--- src/rtl/reg_dump_reader_if.sv ---
// Word stream carrying one (address, value) register pair per transfer.
// The master presents out_valid/out_addr/out_data/out_last; the slave answers with out_ready.
interface reg_dump_reader_if #(
  parameter int ADDR_W = 5,
  parameter int DATA_W = 32
);

  logic              out_valid;
  logic              out_ready;
  logic [ADDR_W-1:0] out_addr;
  logic [DATA_W-1:0] out_data;
  logic              out_last;

  modport master (
    output out_valid,
    output out_addr,
    output out_data,
    output out_last,
    input  out_ready
  );

  modport slave (
    input  out_valid,
    input  out_addr,
    input  out_data,
    input  out_last,
    output out_ready
  );

endinterface

--- src/rtl/reg_dump_reader.sv ---
// Debug readout engine: sweeps every register through a spare read port and streams
// (address, value) pairs, keeping each word coherent with writes snooped from the write port.
module reg_dump_reader #(
  parameter int NUM_REGS = 32,
  parameter int ADDR_W   = 5,
  parameter int DATA_W   = 32
) (
  input  logic              clk,
  input  logic              reset,
  input  logic              start,
  input  logic              abort,
  output logic [ADDR_W-1:0] rf_addr,
  input  logic [DATA_W-1:0] rf_data,
  input  logic              rf_we,
  input  logic [ADDR_W-1:0] rf_waddr,
  input  logic [DATA_W-1:0] rf_wdata,
  output logic              busy,
  output logic              done,
  reg_dump_reader_if.master out_if
);

  localparam logic [ADDR_W-1:0] LAST_ADDR = ADDR_W'(NUM_REGS - 1);

  typedef enum logic [1:0] {
    IDLE = 2'd0,
    LOAD = 2'd1,
    HOLD = 2'd2
  } state_t;

  state_t            state;
  state_t            next_state;
  logic [ADDR_W-1:0] ptr;
  logic [ADDR_W-1:0] word_addr;
  logic [DATA_W-1:0] word_data;
  logic              word_last;
  logic              done_q;

  logic              load_hit;
  logic              hold_hit;
  logic              accept;

  // The register file commits a write on the same edge we capture, so a write to
  // the address being loaded or held must override the value we would otherwise keep.
  assign load_hit = rf_we && (rf_waddr == ptr);
  assign hold_hit = rf_we && (rf_waddr == word_addr);
  assign accept   = (state == HOLD) && out_if.out_ready;

  always_ff @(posedge clk or posedge reset) begin
    if (reset) begin
      state <= IDLE;
    end else begin
      state <= next_state;
    end
  end

  always_comb begin
    next_state = state;
    unique case (state)
      IDLE: begin
        if (start && !abort) begin
          next_state = LOAD;
        end
      end
      LOAD: begin
        next_state = abort ? IDLE : HOLD;
      end
      HOLD: begin
        if (abort) begin
          next_state = IDLE;
        end else if (accept) begin
          next_state = word_last ? IDLE : LOAD;
        end
      end
      default: begin
        next_state = IDLE;
      end
    endcase
  end

  // Word register, sweep pointer and completion pulse; abort discards the held word
  // even when the consumer is ready on that edge.
  always_ff @(posedge clk or posedge reset) begin
    if (reset) begin
      ptr       <= '0;
      word_addr <= '0;
      word_data <= '0;
      word_last <= 1'b0;
      done_q    <= 1'b0;
    end else begin
      done_q <= 1'b0;
      unique case (state)
        IDLE: begin
          if (start && !abort) begin
            ptr <= '0;
          end
        end
        LOAD: begin
          if (abort) begin
            ptr       <= '0;
            word_last <= 1'b0;
          end else begin
            word_addr <= ptr;
            word_last <= (ptr == LAST_ADDR);
            word_data <= load_hit ? rf_wdata : rf_data;
          end
        end
        HOLD: begin
          if (abort) begin
            ptr       <= '0;
            word_last <= 1'b0;
          end else if (accept) begin
            if (word_last) begin
              word_last <= 1'b0;
              done_q    <= 1'b1;
            end else begin
              ptr <= ptr + ADDR_W'(1);
            end
          end else if (hold_hit) begin
            word_data <= rf_wdata;
          end
        end
        default: begin
          ptr <= '0;
        end
      endcase
    end
  end

  always_comb begin
    rf_addr          = (state == IDLE) ? '0 : ptr;
    busy             = (state != IDLE);
    done             = done_q;
    out_if.out_valid = (state == HOLD);
    out_if.out_addr  = word_addr;
    out_if.out_data  = word_data;
    out_if.out_last  = word_last;
  end

endmodule

--- src/flat_wrapper.sv ---
// flat-port wrapper written by rule: the top's interface ports become plain ports
module reg_dump_reader_flat 
#(
  parameter int NUM_REGS = 32,
  parameter int ADDR_W   = 5,
  parameter int DATA_W   = 32
)
  (clk, reset, start, abort, rf_addr, rf_data, rf_we, rf_waddr, rf_wdata, busy, done, out_if_out_valid, out_if_out_addr, out_if_out_data, out_if_out_last, out_if_out_ready);
  reg_dump_reader_if #(.ADDR_W(ADDR_W), .DATA_W(DATA_W)) out_if_i ();
  input  logic clk;
  input  logic reset;
  input  logic start;
  input  logic abort;
  output logic [ADDR_W-1:0] rf_addr;
  input  logic [DATA_W-1:0] rf_data;
  input  logic rf_we;
  input  logic [ADDR_W-1:0] rf_waddr;
  input  logic [DATA_W-1:0] rf_wdata;
  output logic busy;
  output logic done;
  output wire logic [$bits(out_if_i.out_valid)-1:0] out_if_out_valid;
  output wire logic [$bits(out_if_i.out_addr)-1:0] out_if_out_addr;
  output wire logic [$bits(out_if_i.out_data)-1:0] out_if_out_data;
  output wire logic [$bits(out_if_i.out_last)-1:0] out_if_out_last;
  input wire logic [$bits(out_if_i.out_ready)-1:0] out_if_out_ready;
  assign out_if_out_valid = out_if_i.out_valid;
  assign out_if_out_addr = out_if_i.out_addr;
  assign out_if_out_data = out_if_i.out_data;
  assign out_if_out_last = out_if_i.out_last;
  assign out_if_i.out_ready = out_if_out_ready;
  reg_dump_reader #(.NUM_REGS(NUM_REGS), .ADDR_W(ADDR_W), .DATA_W(DATA_W)) u_core (.clk(clk), .reset(reset), .start(start), .abort(abort), .rf_addr(rf_addr), .rf_data(rf_data), .rf_we(rf_we), .rf_waddr(rf_waddr), .rf_wdata(rf_wdata), .busy(busy), .done(done), .out_if(out_if_i));
endmodule
--- config.mk ---
export PLATFORM = sky130hd
export DESIGN_NAME = reg_dump_reader_flat
export DESIGN_NICKNAME = d
export VERILOG_FILES = /design/src/rtl/reg_dump_reader_if.sv /design/src/rtl/reg_dump_reader.sv /design/src/flat_wrapper.sv
export SDC_FILE = /design/constraint.sdc
export NUM_CORES = 1
export LEC_CHECK = 0
export CAP_MARGIN = 20
export CORE_UTILIZATION = 45
export CTS_BUF_LIST = sky130_fd_sc_hd__clkbuf_8
export DETAILED_ROUTE_END_ITERATION = 8
export GPL_TIMING_DRIVEN = 0
export HOLD_SLACK_MARGIN = 0.02
export PLACE_DENSITY = 0.88
export SLEW_MARGIN = 20
export SYNTH_ARGS = -nofsm -noshare
export SYNTH_HDL_FRONTEND = slang
export SYNTH_SLANG_ARGS = --single-unit
--- constraint.sdc ---
create_clock -name clk -period 4.7 [get_ports clk]
set_input_delay 0.705 -clock clk [delete_from_list [all_inputs] [get_ports clk]]
set_output_delay 0.705 -clock clk [all_outputs]
set_load 0.05 [all_outputs]
==> reports/metrics.cfg, run 1 <==
[route]
wire_per_inst_um = 14.88
detail-route-antenna-nets = 0
wirelength_um = 5819
vias = 1977
drt_drc_violations_left = 0
drt_pre_antenna_iters = 4
route.detailed.vias_per_inst = 5.056
dr.first_iter.drc_count = 37

[hold_path]
hold_path.class = register to register
hold_path.startpoint = u_core.out_if.out_data[28]$_DFFE_PP0P_
number_of_cells_traversed_by_the_worst_hold_path = 1
worstHoldEndpoint = u_core.out_if.out_data[28]$_DFFE_PP0P_

[die]
floorplan.die.height_um = 75.92
floorplan.die.width_um = 75.92
i_o_pin_count = 121
floorplan.die_area_um2 = 5763
std_cell_rows = 26
floorplan.initialDensity = 0.4753
core-area_um2 = 5172

[clocking]
htree_num_levels = 2
cts_max_path_buffers = 2
ctsRootBufferMaster = clkbuf_8
clock_sink_count = 46
clk_pin_slew_ns = 0.08
clock_insertion_delay_worst_skew_ns = 0.29
post_cts_resized = 0
tritoncts = built
numCtsBuffers = 5
postCtsSetupRepairBufs = 0
total_of_hold_buffers_inserted_after_clock_tree_synthesis = 0

[timing]
finalHoldWorstSlack_ns = 0.5077
final_cycle_utilization_of_the_critical_path = 0.5954
post-route-min-period_ns = 2.798
rsz0062_at_grt = no
worst_slew_margin_rel = 0.6100
worst_slew_pin_slew_ns = 0.5849
report.final.setup_viol = 0
finalMaxSlewViolations = 0
skew_ns = 0.006679
maxClockFrequency_mhz = 357.3
hold_violations = 0
final.setup.tns_ns = 0

[place]
gp_routability_congestion = 0.7972
dp_hpwl_um = 4629
placedCellCount = 383
placed_cell_areas_um2 = 3767
port_buffer_count = 120

[worst_setup_path]
cp-start-kind = register
crit-reg2reg-capture = u_core.out_if.out_data[14]$_DFFE_PP0P_
crit_chain = inv_1, ha_1, nor2b_1, clkdlybuf4s50_1
timing.reg2reg.setup_slack_ns = 2.35
critical_path.endpoint_type = output port
critical_path_arrival_ns = 2.09
crit_path_max_incr_delay_ns = 0.83
crit_path_max_fanout = 8
worst_path_max_delay_cell = clkdlybuf4s50_1
regToRegStartpoint = u_core.state[0]$_DFFE_PP0P_
worst_endpoint_required_time_ns = 3.99
path_class = register to output port
r2r.worst_path.cells = 6

[global_route]
globalRoute.busiestLayer = met2
globalRouteOverflowTotal = 0
gr-usage-met2 = 0.3836
grt_first_pass_wirelength_um = 9791
grt_util_all_layers = 0.2095
initial_antenna_violation_count = 0
global_route.usage.met3 = 0.05301
grt_pass1_vias = 2101
globalRouteMet1Util = 0.2457
maximum_number_of_pins_on_one_net_before_global_route_repair = 26

[power]
pwr_density_cell_nw_per_um2 = 683.8
p_total_mw = 2.649
peak_supply_drop_mv = 0.3428
p_leak_nw = 1.639

[final_layout]
antennaDiodeCount = 0
layout-area-overhead-vs-synth_pct = 57.56
final_cells = 391
final_nets = 401
layout.cells.most_common = clkdlybuf4s50_1
layout_common_cells = 120 x clkdlybuf4s50_1, 64 x mux2_2, 46 x dfrtp_1
fillers = 365
share_of_cells_above_drive_strength_1 = 0.2586
final_area_um2 = 3874

[outcome]
result_of_the_run = finished, final reports clean

[yosys]
synthesized_nets = 273
mapped_cells = 192
syn_area_per_cell_um2 = 12.81
yosys_register_bits = 46
ys_seq_area_frac = 0.4682
synth_cell_type_count = 30
mappedNetlistArea_um2 = 2459
synthesis.yosys.warnings = 0

[run]
cap_viol_max_count = 0

==> sequential cells by signal, indices dropped and copies added, names as in the netlist <==
register                cells
u_core.done                 1
u_core.out_if.out_last      1
u_core.state                2
u_core.out_if.out_addr      5
u_core.out_if.out_data     32
u_core.ptr                  5
==> worst max-delay path: cells and delay by family (launching register included) <==
| kind | cells | cell delay, ns |
|---|---|---|
| buffers and inverters | 2 | 0.91 |
| DFF | 1 | 0.41 |
| adders and majority gates | 1 | 0.31 |
| and+or+nand+nor | 1 | 0.17 |
==> layer usage <==
metal  vias to the layer above  wire, µm
met5                         -         0
met4                         0        38
met1                       950      2296
met3                         4       392
met2                        88      3091
li1                        935         -
==> synthesized netlist by cell type <==
cell | count | area share
o31ai_1 | 2 | 0.0061
a31oi_1 | 1 | 0.0025
buf_6 | 3 | 0.014
a21o_1 | 1 | 0.0031
o21a_1 | 1 | 0.0031
xor2_1 | 4 | 0.014
or4_1 | 1 | 0.0031
nor3_1 | 2 | 0.0041
nor2_1 | 4 | 0.0061
a31oi_2 | 1 | 0.0051
a31o_2 | 1 | 0.0036
mux2_4 | 5 | 0.031
o22ai_1 | 1 | 0.0025
nor4_2 | 1 | 0.0051
and3_1 | 1 | 0.0025
ha_1 | 6 | 0.031
inv_1 | 9 | 0.014
a21oi_1 | 5 | 0.010
nand4_1 | 2 | 0.0051
mux2_2 | 64 | 0.29
nand2b_1 | 2 | 0.0051
nor2b_1 | 5 | 0.013
xnor2_1 | 6 | 0.021
o21ai_0 | 4 | 0.0081
o21ai_1 | 1 | 0.0020
nand3_1 | 1 | 0.0020
nand2_1 | 6 | 0.0092
clkbuf_1 | 4 | 0.0061
dfrtp_1 | 46 | 0.47
a22o_1 | 2 | 0.0071
==> cells by family after synthesis <==
| logic type | after synthesis | share of synthesized area |
|---|---|---|
| buffers and inverters | 16 | 0.03358 |
| DFF | 46 | 0.4682 |
| muxes | 69 | 0.3237 |
| xor gates and xnor gates | 10 | 0.03562 |
| AOI/OAI and AO/OA | 20 | 0.05344 |
| adders and majority gates | 6 | 0.03053 |
| and+or+nand+nor | 25 | 0.05496 |
==> layout make-up <==
class                   count  area (µm²)  area share
flip-flops and latches     46        1151      0.2972
multi-input cells         130        1225      0.3162
repair buffers            121        1221      0.3152
inverters                   9       33.78    0.008721
well taps                  70       87.58     0.02261
clock buffers               5       68.82     0.01776
plain buffers               7       48.80     0.01260
clock inverters             3       37.54    0.009690
==> worst max path at each step <==
stage                                           start                                    end  slack, ns
after floorplan           u_core.state[0]$_DFFE_PP0P_  u_core.out_if.out_data[0]$_DFFE_PP0P_       2.42
after global placement                          abort  u_core.out_if.out_data[9]$_DFFE_PP0P_       1.75
after detailed placement                        abort  u_core.out_if.out_data[8]$_DFFE_PP0P_       1.70
after CTS                 u_core.state[0]$_DFFE_PP0P_                             rf_addr[0]       1.90
after global routing      u_core.state[0]$_DFFE_PP0P_                             rf_addr[0]       1.81
final                     u_core.state[0]$_DFFE_PP0P_                             rf_addr[0]       1.90
==> stage by stage <==
step | setup slack (ns) | util
floorplan | 2.424 | -
global placement | 1.753 | 0.7245
detailed placement | 1.700 | 0.7284
CTS | 1.901 | 0.7489
global route | 1.806 | 0.7489
finish | 1.902 | 0.7489
==> power by group <==
part / switching, mW / internal [mW]
Sequential: 0.0825 / 0.564
Combinational: 0.976 / 0.747
Clock: 0.125 / 0.155
Note: power is estimated with default switching activity, not from simulation.
==> run 2: changes to the inputs <==
--- a/config.mk
+++ b/config.mk
@@ -6,12 +6,12 @@
 export NUM_CORES = 1
 export LEC_CHECK = 0
 export CAP_MARGIN = 20
-export CORE_UTILIZATION = 45
+export CORE_UTILIZATION = 42
 export CTS_BUF_LIST = sky130_fd_sc_hd__clkbuf_8
 export DETAILED_ROUTE_END_ITERATION = 8
 export GPL_TIMING_DRIVEN = 0
 export HOLD_SLACK_MARGIN = 0.02
-export PLACE_DENSITY = 0.88
+export PLACE_DENSITY = 0.83
 export SLEW_MARGIN = 20
 export SYNTH_ARGS = -nofsm -noshare
 export SYNTH_HDL_FRONTEND = slang
==> constraint.sdc (replaced) <==
create_clock -name clk -period 2.7 [get_ports clk]
set_input_delay 0.405 -clock clk [delete_from_list [all_inputs] [get_ports clk]]
set_output_delay 0.405 -clock clk [all_outputs]
set_load 0.05 [all_outputs]
==> run 2 against run 1 <==
  * Critical path depth is the same
  * Flip-flop and latch count did not move
  * Cell area about the same
  * Die area up 7.0%
  * Critical endpoint is now rf_addr[2]
  * Largest cell class unchanged
==> reports/metrics.cfg, run 2 (synthesized netlist as in run 1, its figures left out) <==
[worst_setup_path]
cp-start-kind = register
path_class = register to output port
timing.reg2reg.setup_slack_ns = 0.39
critical_path.endpoint_type = output port
r2r.worst_path.cells = 6
critical_path_arrival_ns = 2.06
crit_path_max_fanout = 8
worst_endpoint_required_time_ns = 2.30
regToRegStartpoint = u_core.state[0]$_DFFE_PP0P_
crit-reg2reg-capture = u_core.out_if.out_data[14]$_DFFE_PP0P_

[clocking]
total_of_hold_buffers_inserted_after_clock_tree_synthesis = 0
clock_sink_count = 46
cts_max_path_buffers = 2
postCtsSetupRepairBufs = 0
clk_pin_slew_ns = 0.09
htree_num_levels = 2
numCtsBuffers = 5
post_cts_resized = 0
ctsRootBufferMaster = clkbuf_8
clock_insertion_delay_worst_skew_ns = 0.30
tritoncts = built

[timing]
worst_slew_pin_slew_ns = 0.6278
post-route-min-period_ns = 2.461
worst_slew_margin_rel = 0.5808
final.setup.tns_ns = 0
final_cycle_utilization_of_the_critical_path = 0.9113
rsz0062_at_grt = no
maxClockFrequency_mhz = 406.4
hold_violations = 0
finalMaxSlewViolations = 0
report.final.setup_viol = 0
skew_ns = 0.007333

[route]
drt_pre_antenna_iters = 4
drt_drc_violations_left = 0
detail-route-antenna-nets = 0
wirelength_um = 5753
wire_per_inst_um = 14.64
dr.first_iter.drc_count = 38
vias = 1943
route.detailed.vias_per_inst = 4.944

[global_route]
grt_util_all_layers = 0.1911
initial_antenna_violation_count = 0
globalRouteOverflowTotal = 0
maximum_number_of_pins_on_one_net_before_global_route_repair = 29
grt_first_pass_wirelength_um = 9204
grt_pass1_vias = 1963

[final_layout]
largest_register_ff_count = 32
layout_common_cells = 120 x clkdlybuf4s50_1, 64 x mux2_2, 46 x dfrtp_1
antennaDiodeCount = 0
post-route-util = 0.6947
layout.cells.most_common = clkdlybuf4s50_1
layout-area-overhead-vs-synth_pct = 57.51
final_nets = 401
share_of_cells_above_drive_strength_1 = 0.2648

[power]
peak_supply_drop_mv = 0.6320
pwr_density_cell_nw_per_um2 = 1178
p_leak_nw = 1.629

[place]
gp_routability_congestion = 0.8028
port_buffer_count = 120
dp_hpwl_um = 4499

[outcome]
result_of_the_run = finished, final reports clean

[run]
cap_viol_max_count = 0

[die]
floorplan.die_area_um2 = 6164
floorplan.initialDensity = 0.4411
std_cell_rows = 27
floorplan.die.height_um = 78.51
floorplan.die.width_um = 78.51
i_o_pin_count = 121
core-area_um2 = 5574

[hold_path]
hold_path.class = input pin to async pin

[run 2: cell count changes in the layout (fill, tap and decap cells not counted)]
cell        delta
clkbuf_8       +1
buf_16         +1
clkinvlp_4     +1
buf_12         -1
clkinv_2       +1
bufinv_16      -1
inv_1          -2
[run 2: final cells by class]
type	count	area (µm²)
fillers	451	1702
multi-input cells	130	1225
repair buffers	121	1229
plain buffers	7	48.80
well taps	72	90.09
flip-flops and latches	46	1151
clock inverters	2	12.51
clock buffers	6	82.58
inverters	9	33.78
[run 2: metal layers]
layer,GRT usage,up-vias,wire length [µm]
met5,0,-,0
met4,0.04444,0,47
met3,0.05814,6,492
met2,0.3400,80,2834
met1,0.2231,927,2378
li1,-,930,-
[run 2: worst max-delay path by stage]
stage	from	to	depth (start not counted)
finish	u_core.state[0]$_DFFE_PP0P_	rf_addr[2]	4
global route	u_core.state[0]$_DFFE_PP0P_	rf_addr[0]	4
CTS	u_core.state[0]$_DFFE_PP0P_	rf_addr[2]	4
detailed placement	abort	u_core.out_if.out_data[11]$_DFFE_PP0P_	7
global placement	abort	u_core.out_if.out_data[11]$_DFFE_PP0P_	7
floorplan	u_core.state[0]$_DFFE_PP0P_	u_core.out_if.out_data[0]$_DFFE_PP0P_	6
[run 2: critical path, cell delays in order (launching register included)]
cell and delay (ns):
dfrtp_1 0.40, inv_1 0.08, ha_1 0.31, nor2_1 0.14, clkdlybuf4s50_1 0.82
[run 2: through the flow]
stage	instances	cell area, µm²	hold WS [ns]	total power [mW]	worst slack [ns]
floorplan	192	2459	0.4941	3.253	0.4239
global placement	384	3750	0.4855	4.100	0.05605
detailed placement	385	3777	0.4918	4.169	0.05720
CTS	393	3872	0.5108	4.609	0.2103
global route	393	3872	0.5185	4.814	0.1189
finish	393	3872	0.5066	4.561	0.2395
[run 2: where the power goes]
group	leakage, nW	internal (mW)	total, mW	switching [mW]
logic	1.02	1.30	3.00	1.70
registers	0.567	0.982	1.12	0.138
clock network	0.0472	0.206	0.441	0.235
total	1.63	2.49	4.56	2.07
